===== src/rtl/fft_addr_gen.sv =====
// fft_addr_gen: radix-2 DIT FFT butterfly address/twiddle schedule generator.
// Walks every stage's N/2 butterflies, then idles GAP cycles so the pipeline drains.
module fft_addr_gen #(
    parameter int LOG2N = 5,
    parameter int GAP   = 9
) (
    input  logic                                              clk,
    input  logic                                              rst_n,
    input  logic                                              start,
    input  logic                                              stall,
    output logic                                              busy,
    output logic                                              done,
    output logic                                              valid,
    output logic [(($clog2(LOG2N) > 1) ? $clog2(LOG2N) : 1)-1:0] stage,
    output logic [LOG2N-1:0]                                  addr_a,
    output logic [LOG2N-1:0]                                  addr_b,
    output logic [LOG2N-2:0]                                  tw_addr,
    output logic                                              last
);
    localparam int JW = LOG2N - 1;
    localparam int SW = ($clog2(LOG2N) > 1) ? $clog2(LOG2N) : 1;
    localparam int DW = (GAP > 1) ? $clog2(GAP) : 1;

    typedef enum logic [1:0] {IDLE, RUN, DRAIN, DONE} state_t;

    state_t           state_q, state_d;
    logic [SW-1:0]    s_q, s_d, stage_q, stage_d;
    logic [JW-1:0]    j_q, j_d, tw_q, tw_d, tw_c;
    logic [DW-1:0]    g_q, g_d;
    logic [LOG2N-1:0] a_q, a_d, b_q, b_d, jx, mask, a_c, b_c;
    logic             busy_q, busy_d, done_q, done_d, valid_q, valid_d, last_q, last_d;
    logic             end_stage, last_stage, gap_end;

    always_comb begin
        jx         = {1'b0, j_q};
        mask       = (LOG2N'(1) << s_q) - LOG2N'(1);
        a_c        = ((jx >> s_q) << (int'(s_q) + 1)) | (jx & mask);
        b_c        = a_c | (LOG2N'(1) << s_q);
        tw_c       = JW'((jx & mask) << (JW - int'(s_q)));
        end_stage  = &j_q;
        last_stage = (s_q == SW'(LOG2N - 1));
        gap_end    = (g_q == DW'(GAP - 1));
        state_d    = state_q;
        s_d        = s_q;
        j_d        = j_q;
        g_d        = g_q;
        busy_d     = (state_q != IDLE);
        done_d     = (state_q == DONE);
        valid_d    = 1'b0;
        last_d     = 1'b0;
        stage_d    = stage_q;
        a_d        = a_q;
        b_d        = b_q;
        tw_d       = tw_q;
        case (state_q)
            IDLE: if (start) begin
                state_d = RUN;
                s_d     = '0;
                j_d     = '0;
            end
            RUN: begin
                // Triple tracks the frozen counters, so a stalled butterfly is reissued intact.
                stage_d = s_q;
                a_d     = a_c;
                b_d     = b_c;
                tw_d    = tw_c;
                if (!stall) begin
                    valid_d = 1'b1;
                    last_d  = end_stage;
                    j_d     = j_q + 1'b1;
                    if (end_stage) begin
                        if (GAP != 0) begin
                            state_d = DRAIN;
                            g_d     = '0;
                        end else if (last_stage) begin
                            state_d = DONE;
                        end else begin
                            s_d = s_q + 1'b1;
                        end
                    end
                end
            end
            DRAIN: if (!stall) begin
                if (gap_end) begin
                    state_d = last_stage ? DONE : RUN;
                    s_d     = last_stage ? s_q : s_q + 1'b1;
                end else begin
                    g_d = g_q + 1'b1;
                end
            end
            default: state_d = IDLE;
        endcase
    end

    always_ff @(posedge clk or negedge rst_n) begin
        if (!rst_n) begin
            state_q <= IDLE;
            s_q     <= '0;
            j_q     <= '0;
            g_q     <= '0;
            busy_q  <= 1'b0;
            done_q  <= 1'b0;
            valid_q <= 1'b0;
            last_q  <= 1'b0;
            stage_q <= '0;
            a_q     <= '0;
            b_q     <= '0;
            tw_q    <= '0;
        end else begin
            state_q <= state_d;
            s_q     <= s_d;
            j_q     <= j_d;
            g_q     <= g_d;
            busy_q  <= busy_d;
            done_q  <= done_d;
            valid_q <= valid_d;
            last_q  <= last_d;
            stage_q <= stage_d;
            a_q     <= a_d;
            b_q     <= b_d;
            tw_q    <= tw_d;
        end
    end

    assign busy    = busy_q;
    assign done    = done_q;
    assign valid   = valid_q;
    assign last    = last_q;
    assign stage   = stage_q;
    assign addr_a  = a_q;
    assign addr_b  = b_q;
    assign tw_addr = tw_q;
endmodule


===== config.mk =====
export PLATFORM = sky130hd
export DESIGN_NAME = fft_addr_gen
export DESIGN_NICKNAME = d
export VERILOG_FILES = /design/src/rtl/fft_addr_gen.sv
export SDC_FILE = /design/constraint.sdc
export NUM_CORES = 1
export LEC_CHECK = 0
export ABC_CLOCK_PERIOD_IN_PS = 2800
export CORE_MARGIN = 2
export CORE_UTILIZATION = 34
export CTS_CLUSTER_DIAMETER = 200
export DETAILED_ROUTE_END_ITERATION = 8
export PLACE_DENSITY = 0.57
export SKIP_CTS_REPAIR_TIMING = 1
export SLEW_MARGIN = 20
export SYNTH_ARGS = -nofsm -noshare
export SYNTH_HDL_FRONTEND = slang
export SYNTH_SLANG_ARGS = --single-unit

===== constraint.sdc =====
create_clock -name clk -period 2.8 [get_ports clk]
set_clock_uncertainty 0.1 [all_clocks]
set_input_delay 0.28 -clock clk [delete_from_list [all_inputs] [get_ports clk]]
set_output_delay 0.28 -clock clk [all_outputs]
set_load 0.005 [all_outputs]

==> impl_metrics.json, run 1 <==
{
  "synth_cell_type_count": 49,
  "power.switching_mw": 0.508,
  "yosysWarnings": 0,
  "power_leakage_nw": 1.01,
  "critical_path.max_fanout": 11,
  "drv_cap": 0,
  "crit_slowest_cell": "dfrtp_1",
  "drive_gt1_frac": 0.0935,
  "n_antenna_cell": 0,
  "grt_max_degree": 35,
  "rsz0062_at_grt": "no",
  "initial_core_util": 0.350,
  "synthesis.area_um2": 1920,
  "path_class": "register to register",
  "synth_nets": 202,
  "power.total_mw": 1.68,
  "slew_viol_final": 0,
  "die_h_um": 79.1,
  "seqPwrFrac": 0.429,
  "first_iter_violations": 100,
  "antenna_left": 0,
  "hold_viol": 0,
  "ys_seq_area_frac": 0.444,
  "crit_path_frequent_cell": "ha_1",
  "synth.avg_cell_area_um2": 10.3,
  "crit_family": "adder cells",
  "min_period_ns": 2.39,
  "syn_to_final_growth_pct": 21.6,
  "vias": 1478,
  "status": "complete, no violations",
  "switching_share": 0.302,
  "drc": 0,
  "htreeDepth": 2,
  "power.internal_mw": 1.18,
  "fp.dieW_um": 79.1,
  "tritoncts": "built",
  "hp-class": "input pin to asynchronous set/reset pin",
  "critPathBufInv": 2,
  "ios": 25,
  "wire_per_inst_um": 14.7,
  "p_clk_frac": 0.263,
  "cts.sinks": 34,
  "setup_ws_ns": 0.413,
  "dieArea_um2": 6260,
  "drt-total-wl_um": 4200,
  "grt_pass1_vias": 1473,
  "critPathRequiredTime_ns": 2.90,
  "maxSlewHeadroom": 0.623,
  "routed_via_density": 5.17,
  "clk_pin_slew_ns": 0.07,
  "clockRootBuffer": "clkbuf_8",
  "finalSetupViolCount": 0,
  "cp-end-kind": "register",
  "core_area_um2": 5470,
  "cts_buffer_depth": 2,
  "fmax_mhz": 419,
  "grt_pass1_wl_um": 7300,
  "dr.pass1.iters": 4,
  "post-place-cells": 278,
  "cts_buffers": 5,
  "worstMarginPinSlew_ns": 0.566,
  "peakVddDrop_mv": 0.266,
  "path_cells": "inv_1 > ha_1 > ha_1 > inv_1 > ha_1 > nand2b_1 > or2_0 > a21o_1 > a32oi_1",
  "overflow": 0,
  "synth-main-ff-cell": "dfrtp_1",
  "io_buffer_count": 24,
  "post_dp_cell_area_um2": 2230,
  "combPwrFrac": 0.308,
  "synth_edf_count": 0,
  "clk_latency_ns": 0.28,
  "dpl.hpwl_um": 3030,
  "syn-instance-count": 187,
  "start_kind": "register",
  "setup_tns_ns": 0,
  "cellPowerDensity_nw_per_um2": 722,
  "ys_ff_latch": 34,
  "min_period_over_period": 0.852,
  "place_ws_ns": 0.441,
  "max_stage_delay_ns": 0.59,
  "grt_util_all_layers": 0.149,
  "synthArstFlopShare": 1.00,
  "row_count": 27,
  "antenna_found_initial": 0,
  "fillers": 585,
  "nets": 228,
  "arrival_ns": 2.49,
  "final_cells": 286,
  "gp_congestion": 0.850,
  "fin_area_um2": 2330
}
Yosys cell counts, types with 5 or more instances:
master / instances / area [um2]
dfrtp_1: 34 / 851
nor2_1: 15 / 56.3
inv_1: 12 / 45.0
ha_1: 11 / 138
nand2_1: 8 / 30.0
nand3_1: 7 / 35.0
nor2b_1: 7 / 43.8
buf_2: 6 / 30.0
nand2b_1: 6 / 37.5
a22o_1: 5 / 43.8
nand4_1: 5 / 31.3
o21ai_0: 5 / 25.0
xor2_1: 5 / 43.8
per-stage QoR:
stage	hold WS (ns)	utilization
floorplan	-0.116	-
global placement	0.363	0.407
detailed placement	0.371	0.407
CTS	0.318	0.426
global route	0.337	0.426
finish	0.297	0.426
placed cells by master, fill, tap and decap left out, drive strengths merged, types with 3 or more instances in the layout:
master / instances
dfrtp: 34
mux2: 4
a22o: 5
a32oi: 3
buf: 5
inv: 12
o21ai: 6
a21o: 3
nand2b: 6
o21a: 3
a32o: 3
a21oi: 3
clkbuf: 7
nor3b: 3
nand4: 5
nor3: 3
nand3: 7
nand2: 8
xor2: 5
a31oi: 3
clkdlybuf4s50: 24
nor2: 15
nor2b: 7
ha: 11
routing by layer:
| layer | global-route usage | share of wire | vias up |
|---|---|---|---|
| li1 | - | - | 729 |
| met1 | 0.188 | 0.46 | 703 |
| met2 | 0.248 | 0.49 | 40 |
| met3 | 0.0386 | 0.046 | 6 |
| met4 | 0.0483 | 0.012 | 0 |
| met5 | 0 | 0 | - |
area by class of cell:
cell class | instances | area [um2] | share of cell area
clock buffer | 7 | 76.3 | 0.0327
clock inverter | 1 | 30.0 | 0.0129
inverter | 12 | 45.0 | 0.0193
multi-input combinational | 131 | 962 | 0.413
sequential | 34 | 851 | 0.365
tap | 72 | 90.1 | 0.0386
timing repair buffer | 29 | 278 | 0.119
flip-flops by register name (all words and copies together), names as in the netlist:
| signal | cells |
|---|---|
| busy | 1 |
| addr_a | 5 |
| done | 1 |
| j_q | 4 |
| tw_addr | 4 |
| addr_b | 5 |
| last | 1 |
| valid | 1 |
| g_q | 4 |
| stage | 3 |
| s_q | 3 |
| state_q | 2 |
cell families after synthesis:
kind of cell             count (synthesis)  share of synthesized area
flip-flops                              34                      0.444
AO/OA/AOI/OAI                           48                      0.194
buffers and inverters                   22                     0.0548
adder cells (fa/ha/maj)                 11                     0.0718
AND/OR/NAND/NOR                         59                      0.168
multiplexers                             6                     0.0359
XOR/XNOR                                 7                     0.0320
worst paths after layout:
kind                       startpoint          to  slack, ns  cells after the start
max in group asynchronous       rst_n   addr_a[4]       1.99                      2
min reg2reg                  stage[0]    stage[0]       0.38                      2
max                            s_q[0]  tw_addr[2]       0.41                      9
max reg2reg                    s_q[0]  tw_addr[2]       0.41                      9
min in group clk             stage[0]    stage[0]       0.38                      2
min                             rst_n   addr_b[1]       0.30                      2
power groups by stage:
stage | Clock, mW | Combinational, mW | Sequential (mW)
after detailed placement | 0 | 0.519 | 0.738
after CTS | 0.452 | 0.525 | 0.728
after floorplan | 0 | 0.349 | 0.681
final | 0.443 | 0.518 | 0.723
after global placement | 0 | 0.518 | 0.736
after global routing | 0.480 | 0.575 | 0.745
No activity file was read; power rests on OpenSTA's default activity.
==> inputs of run 2 (changes only) <==
--- a/config.mk
+++ b/config.mk
@@ -5,7 +5,7 @@
 export SDC_FILE = /design/constraint.sdc
 export NUM_CORES = 1
 export LEC_CHECK = 0
-export ABC_CLOCK_PERIOD_IN_PS = 2800
+export ABC_CLOCK_PERIOD_IN_PS = 2300
 export CORE_MARGIN = 2
 export CORE_UTILIZATION = 34
 export CTS_CLUSTER_DIAMETER = 200
==> constraint.sdc (replaced) <==
create_clock -name clk -period 2.3 [get_ports clk]
set_clock_uncertainty 0.1 [all_clocks]
set_input_delay 0.23 -clock clk [delete_from_list [all_inputs] [get_ports clk]]
set_output_delay 0.23 -clock clk [all_outputs]
set_load 0.005 [all_outputs]
==> impl_metrics.json, run 2 (synthesized netlist as in run 1, its figures left out) <==
{
  "routed_via_density": 5.16,
  "final_cells": 291,
  "drv_cap": 0,
  "vias": 1502,
  "fillers": 551,
  "first_iter_violations": 69,
  "fp.dieW_um": 79.1,
  "grt_pass1_wl_um": 7330,
  "place_ws_ns": 0.104,
  "clk_pin_slew_ns": 0.07,
  "maxSlewHeadroom": 0.671,
  "antenna_left": 0,
  "start_kind": "register",
  "ios": 25,
  "cellPowerDensity_nw_per_um2": 858,
  "power_leakage_nw": 1.04,
  "final_common_cell": "dfrtp_1",
  "io_buffer_count": 24,
  "syn_to_final_growth_pct": 24.1,
  "clockRootBuffer": "clkbuf_8",
  "status": "complete, no violations",
  "worstMarginPinSlew_ns": 0.492,
  "critPathRequiredTime_ns": 2.39,
  "critical_path.max_fanout": 4,
  "setup_ws_ns": 0.119,
  "drive_gt1_frac": 0.128,
  "peakVddDrop_mv": 0.347,
  "slew_viol_final": 0,
  "n_antenna_cell": 0,
  "min_period_over_period": 0.948,
  "cts_buffers": 5,
  "power.total_mw": 2.04,
  "tritoncts": "built",
  "finalSetupViolCount": 0,
  "path_class": "register to register",
  "cts.sinks": 34,
  "dpl.hpwl_um": 3090,
  "fmax_mhz": 458,
  "overflow": 0,
  "post-place-cells": 283,
  "dr.pass1.iters": 4,
  "hold_viol": 0,
  "wire_per_inst_um": 14.4,
  "core_area_um2": 5470,
  "die_h_um": 79.1,
  "htreeDepth": 2,
  "antenna_found_initial": 0,
  "cp-end-kind": "register",
  "clk_latency_ns": 0.28,
  "cts_buffer_depth": 2,
  "rsz0062_at_grt": "yes",
  "arrival_ns": 2.28,
  "nets": 233,
  "grt_max_degree": 35,
  "min_period_ns": 2.18,
  "hp-class": "input pin to asynchronous set/reset pin",
  "dieArea_um2": 6260,
  "row_count": 27,
  "layout_common_cells": "dfrtp_1, clkdlybuf4s50_1, nor2_1",
  "gp_congestion": 0.847,
  "grt_pass1_vias": 1494,
  "initial_core_util": 0.350,
  "drt-total-wl_um": 4180,
  "grt_util_all_layers": 0.152,
  "drc": 0,
  "whs_ns": 0.256
}
## run 2: changes by cell type in the layout (fill, tap and decap cells not counted)
cell	previous run	this run
inv_2	0	1
inv_1	12	10
buf_4	5	9
clkinvlp_4	0	1
nor2b_2	0	1
nor2b_1	7	6
buf_6	0	1
## run 2: layout make-up
class / instances / area, um2 / share of cell area
multi-input combinational: 131 / 965 / 0.405
sequential: 34 / 851 / 0.358
timing repair buffer: 34 / 319 / 0.134
tap: 72 / 90.1 / 0.0379
clock buffer: 7 / 76.3 / 0.0321
inverter: 12 / 48.8 / 0.0205
clock inverter: 1 / 30.0 / 0.0126
## run 2: worst paths after layout
| path | start | end | slack, ns | cells after the start |
|---|---|---|---|---|
| hold reg to reg | stage[0] | stage[0] | 0.38 | 2 |
| setup / recovery | s_q[0] | tw_addr[2] | 0.12 | 9 |
| max in group asynchronous | rst_n | stage[1] | 1.54 | 2 |
| hold / removal | rst_n | addr_a[3] | 0.26 | 2 |
| setup reg to reg | s_q[0] | tw_addr[2] | 0.12 | 9 |
| min in group clk | stage[0] | stage[0] | 0.38 | 2 |
## run 2: worst max-delay path, cell delays in order (launching register included)
cell and delay, ns:
dfrtp_1 0.40, clkinvlp_4 0.14, ha_1 0.23, ha_1 0.20, inv_1 0.07, ha_1 0.22, nand2b_1 0.18, or2_0 0.21
a21o_1 0.15, a32oi_1 0.18
## run 2: through the flow
stage | utilization | TNS [ns] | cell area, um2
2_1_floorplan | - | 0 | 1920
3_3_place_gp | 0.414 | 0 | 2270
3_5_place_dp | 0.414 | 0 | 2270
4_1_cts | 0.434 | 0 | 2370
5_1_grt | 0.435 | -0.149 | 2380
6_report | 0.435 | 0 | 2380
## run 2: power by group
group | leakage (nW) | switching (mW) | internal [mW] | total [mW]
Clock | 0.0524 | 0.204 | 0.324 | 0.528
Sequential | 0.434 | 0.148 | 0.731 | 0.879
Combinational | 0.550 | 0.255 | 0.381 | 0.636
## run 2: routing by layer
layer,GRT usage,vias up,wire length [um]
met5,0,-,0
met4,0.0483,0,51
met3,0.0511,4,241
met2,0.235,41,1930
met1,0.202,704,1960
li1,-,753,-
